$ cat config.mk
export PLATFORM = sky130hd
export DESIGN_NAME = elevator_door_timer
export DESIGN_NICKNAME = d
export VERILOG_FILES = /design/src/rtl/elevator_door_timer.sv
export SDC_FILE = /design/constraint.sdc
export NUM_CORES = 1
export LEC_CHECK = 0
export ABC_AREA = 1
export CORE_AREA = 2 2 39 41
export CTS_CLUSTER_DIAMETER = 100
export DETAILED_ROUTE_END_ITERATION = 10
export DIE_AREA = 0 0 41 43
export MAX_ROUTING_LAYER = met4
export PLACE_DENSITY = 0.38
export SLEW_MARGIN = 20
export SYNTH_ARGS = -nofsm -noshare
export SYNTH_HDL_FRONTEND = slang
export SYNTH_SLANG_ARGS = --single-unit
$ cat constraint.sdc
create_clock -name clk -period 1.25 [get_ports clk]
set_input_delay 0.25 -clock clk [delete_from_list [all_inputs] [get_ports clk]]
set_output_delay 0.25 -clock clk [all_outputs]
set_load 0.03 [all_outputs]
$ cat src/rtl/elevator_door_timer.sv
// Door travel timer: saturating up/down counter 0..DOOR_TICKS.
// Counts only while enabled; open when full, closed when empty.
module elevator_door_timer #(
    parameter int DOOR_TICKS = 4
) (
    input  logic clk,
    input  logic reset,
    input  logic en,
    input  logic open_cmd,
    output logic door_open,
    output logic door_closed
);

    localparam int CW = $clog2(DOOR_TICKS + 1);
    localparam logic [CW-1:0] FULL = CW'(DOOR_TICKS);

    logic [CW-1:0] cnt;

    // Door position moves one step per enabled edge toward the command.
    always_ff @(posedge clk or negedge reset) begin
        if (!reset) begin
            cnt <= '0;
        end else if (en) begin
            if (open_cmd && cnt != FULL)
                cnt <= cnt + CW'(1);
            else if (!open_cmd && cnt != '0)
                cnt <= cnt - CW'(1);
        end
    end

    assign door_open   = (cnt == FULL);
    assign door_closed = (cnt == '0);

endmodule

---- After elaboration in Yosys (flattened, before gate mapping) ----
Cells that the tools add are included.
operators by class
  $mul .................................... 0
  add/subtract/negate cells ............... 2
  equality and inequality tests ........... 2
  bitwise logic cells ..................... 0
  multiplexer cells ....................... 2
  reduce and logical (&&, ||, !) cells .... 7
  magnitude comparators ................... 0
  shift operators ......................... 0
  divide/modulo/power cells ............... 0
operator list
  cell                                                                number
  3-bit two-way mux                                                   2
  3-bit by 1-bit adder with 3-bit output, second input constant       1
  3-bit equality test, second input constant                          1
  3-bit logical NOT                                                   1
  3-bit != test, second input constant                                1
  3-bit nonzero test                                                  1
  3-bit by 1-bit subtractor with 3-bit output, second input constant  1
  1-bit logical AND                                                   2
  2-bit AND reduction                                                 1
  2-bit nonzero test                                                  1
  1-bit logical NOT                                                   1
word-level totals
  memories ................................ 0
  flip-flop bits (word level) ............. 3
  bits in writable memories ............... 0
  input port bits ......................... 4
  bits in read-only memories .............. 0
  latch bits .............................. 0

---- Logic depth before layout (Yosys ltp) ----
  depth after elaboration ................. 4
  depth in mapped cells ................... 9

---- Worst setup path before layout ----
Ideal clock, no wire load.
  path type ............................... reg2reg
  start point ............................. register cnt[2]
  end point ............................... register cnt[2]
  arrival time ............................ 1275 ps
  data required time ...................... 1134 ps
  path buffers ............................ 0
  setup slack ............................. -141 ps
  clock period less this slack ............ 1391 ps
  stages on the path, launching flop included .. 7
  library setup time ...................... 116 ps
  cell sequence ........................... dfrtp_1 > nor3_2 > nand2_1 > nand3_2 > inv_1 > nand2_1 > nand2_1
between the ends
  word-level cells in the longest chain between the ends .. 4
ends and longest elaborated chain
  item                                                                                                 line  RTL
  start, declared                                                                                      17    logic [CW-1:0] cnt;
  start signal, assigned                                                                               25    cnt <= cnt + CW'(1);
  start signal, assigned                                                                               27    cnt <= cnt - CW'(1);
  parallel branches: the longest is 4 deep, another holds 3-bit by 1-bit subtractor with 3-bit output  --
Parallel ways; which one is timed is not known. The select of a mux whose other input is x is not followed.
A chain may end at the register's enable or synchronous reset.

---- Worst setup path in the final report ----
  start point ............................. register cnt[1]
  end point ............................... output door_closed
between the ends
  word-level cells in the longest chain between the ends .. 1
ends and longest elaborated chain
  item               line  RTL
  3-bit logical NOT  32    assign door_closed = (cnt == '0);
  end, declared      11    output logic door_closed
Every way passes these cells.

==> results by group <==
Global routing
  – Tot GR Track Use: 8.14%
  – First-pass GRT wire length: roughly 940 um
  – Initial antenna violation count: 0
  – Vias in the first global route: roughly 230
  – Grt total ovfl: 0
  – Largest net degree at the start of global routing: 5

Drt
  – Drt via density: about 3.7
  – DRT Wirelength: ~600 um
  – WL/cell: just over 9 um
  – Antenna Violating Nets Remaining: 0
  – Pre-antenna DRT Iters: 1
  – 1st-iter DRT viols: 0
  – Post-detailed-route DRC marker count: 0
  – Vias: approximately 240

STA
  – Final setup TNS: -0.384 ns
  – Final Max Slew Viols: 0
  – Slew headroom: between 80 and 90%
  – Final Hold Viols: 0
  – Final Skew: approximately 0.0016 ns
  – Post-Route Hold Slack: around 0.20 ns
  – Tightest Pin Transition: 0.154 ns
  – RSZ-0062 raised after global routing: yes
  – Final min period: 1.37 ns
  – Final-report setup violation count: 5
  – Post-route clock period utilization: 110%
  – Setup ws final: -0.124 ns
  – Peak Freq: approximately 730 MHz

Setup path
  – Startpoint types: flip-flop
  – Crit path from: cnt[1]
  – Crit Path Class: reg2out
  – FF-to-FF setup slack: -0.09 ns
  – Worst r2r path cells: 6
  – Crit end category: primary output
  – Reg-to-reg critical path startpoint: cnt[1]
  – Worst EP arrival: 1.12 ns
  – WP data required: 1.00 ns
  – Critical R2R Capture: cnt[1]
  – Crit-path max cell delay: ~0.43 ns
  – Crit Path Max Fanout: 3
  – Most frequent CP cell: buf_6
  – Slowest CP cell: dfrtp_2
  – Worst setup endpoint: door_closed
  – Crit path cell chain: buf_6, nor3_4, buf_6

Finish
  – Max reg flops: 3
  – Fillers: roughly 160
  – Number of diodes: 0
  – Non-filler instance count after layout: 65
  – NumNets Final: between 50 and 60
  – Largest registers: cnt x3
  – Share of cells above drive strength 1: approximately 51%
  – Most frequent cells in the layout: 11 x nand2_1, 7 x buf_4, 5 x buf_6
  – Final core utilization: a little under a third
  – Most common cell after layout, fill and taps aside: nand2_1
  – Storage element area: 77.6 um2
  – Largest Register: cnt
  – Final Instance Area: 438 um2
  – Area growth syn-to-layout: 102%
  – Area of the multi-input gates: around 150 um2

Clocking
  – Worst-skew pair later-pin latency: approximately 0.23 ns
  – Clock transition at path regs: approximately 0.040 ns
  – Hold buffers post-CTS: 0
  – Root Driver: clkbuf_4
  – TritonCTS Buffers: 3
  – CTS tree: yes
  – Htree depth: 1
  – Num Clock Sinks: 3
  – Max Root-Sink Buffers: 2

Yosys
  – Compound-Gate Fraction of Synth Area: ~3.5%
  – Cell Area, Synth: about 220 um2
  – Share of the yosys chip area belonging to registers: between 30% and 40%
  – Xor/xnor share of the synthesized area: between 4 and 5%
  – Post-synthesis simple-gate area fraction: about two fifths
  – Post-Syn Area per Cell: around 7.2 um2
  – Mux share of post-synthesis cell area: 0%
  – Ys Warns: 0
  – Synth Instances: 30
  – Main combinational cell family by area after synthesis: simple AND/OR/NAND/NOR gates
  – Seq cells post-synth: 3
  – Count of cell types in the netlist: 10
  – Post-Synth Adder-Cell Area: 9.25%
  – Mapped Nets: 35

Pwr
  – VDD IR max: about 0.00068 V
  – Power Density: approximately 2600 mW/mm2
  – Static leakage: 0.233 nW
  – Power after layout: about 1.1 mW

Floorplan
  – # IOs: 6
  – Die area: approximately 0.0018 mm2
  – Die X: 41 um
  – Die height: 43 um
  – Initial Utilization: between 10% and 20%
  – Area of the core: 0.00138 mm2
  – Row cnt: 14

Placed design
  – DP Worst Slack: -0.290 ns
  – DP Wirelength: roughly 400 um
  – I/O Buffers: 5
  – GPL Wtd Cong: 0.691
  – Placed insts: between 50 and 60
  – Placed inst area: approximately 340 um2

Min path
  – HP Class: in2async

Outcome
  – Status: finished, violations left
  – Failing checks: negative setup slack

Run
  – Max Cap Violations: 0
## per-layer routing
| layer | share of wire, % | wire length, um | up-vias | GRT usage (%) |
|---|---|---|---|---|
| li1 | - | - | 129 | - |
| met1 | 41 | 242 | 109 | 10.0 |
| met2 | 58 | 346 | 1 | 11.3 |
| met3 | 1.2 | 7 | 0 | 1.57 |
| met4 | 0 | 0 | 0 | 6.00 |
| met5 | 0 | 0 | - | - |
## Yosys cell counts, drive strengths merged
library cell | number | area (um2)
nand3 | 3 | 20.0
nor2 | 1 | 3.75
nand2 | 13 | 48.8
xor2 | 1 | 8.76
fa | 1 | 20.0
inv | 6 | 22.5
dfrtp | 3 | 75.1
o21bai | 1 | 7.51
nor3 | 1 | 10.0
## where the power goes
part / switching [mW] / internal, mW
combinational: 0.360 / 0.399
sequential: 0.0660 / 0.155
clock: 0.0490 / 0.120
## area by class of cell
cell class / count / area share [%]
clock buffers: 4 / 6.00
inverters: 6 / 5.14
multi-input cells: 21 / 34.9
flip-flops and latches: 3 / 17.7
well taps: 16 / 4.57
repair buffers: 15 / 31.7
## logic make-up (layout without fill, tap and decap cells)
logic type / after synthesis / count (layout)
AOI/OAI and AO/OA: 1 / 1
buffers and inverters: 6 / 25
and+or+nand+nor: 18 / 18
adders and majority gates: 1 / 1
xor gates and xnor gates: 1 / 1
DFF: 3 / 3
## worst min-delay path by stage
stage / start / end / slack (ns) / cells past startpoint
floorplan: reset / cnt[0] / -0.05 / 0
global placement: reset / cnt[2] / 0.45 / 1
detailed placement: reset / cnt[2] / 0.44 / 1
CTS: reset / cnt[2] / 0.19 / 1
global route: reset / cnt[0] / 0.21 / 1
finish: reset / cnt[2] / 0.20 / 1
## critical path, delay by kind of cell, from the launching register on
kind | cells | cell delay [ns]
flip-flops | 1 | 0.43
buffers and inverters | 2 | 0.29
AND/OR/NAND/NOR | 1 | 0.17
## what timing repair did
item,in CTS,in global routing
setup buffers,4,0
pin swaps,3,2
hold endpoints to repair,0,0
gates resized for setup,6,7
setup endpoints to repair,4,5
Power figures use the tool's default switching activity.
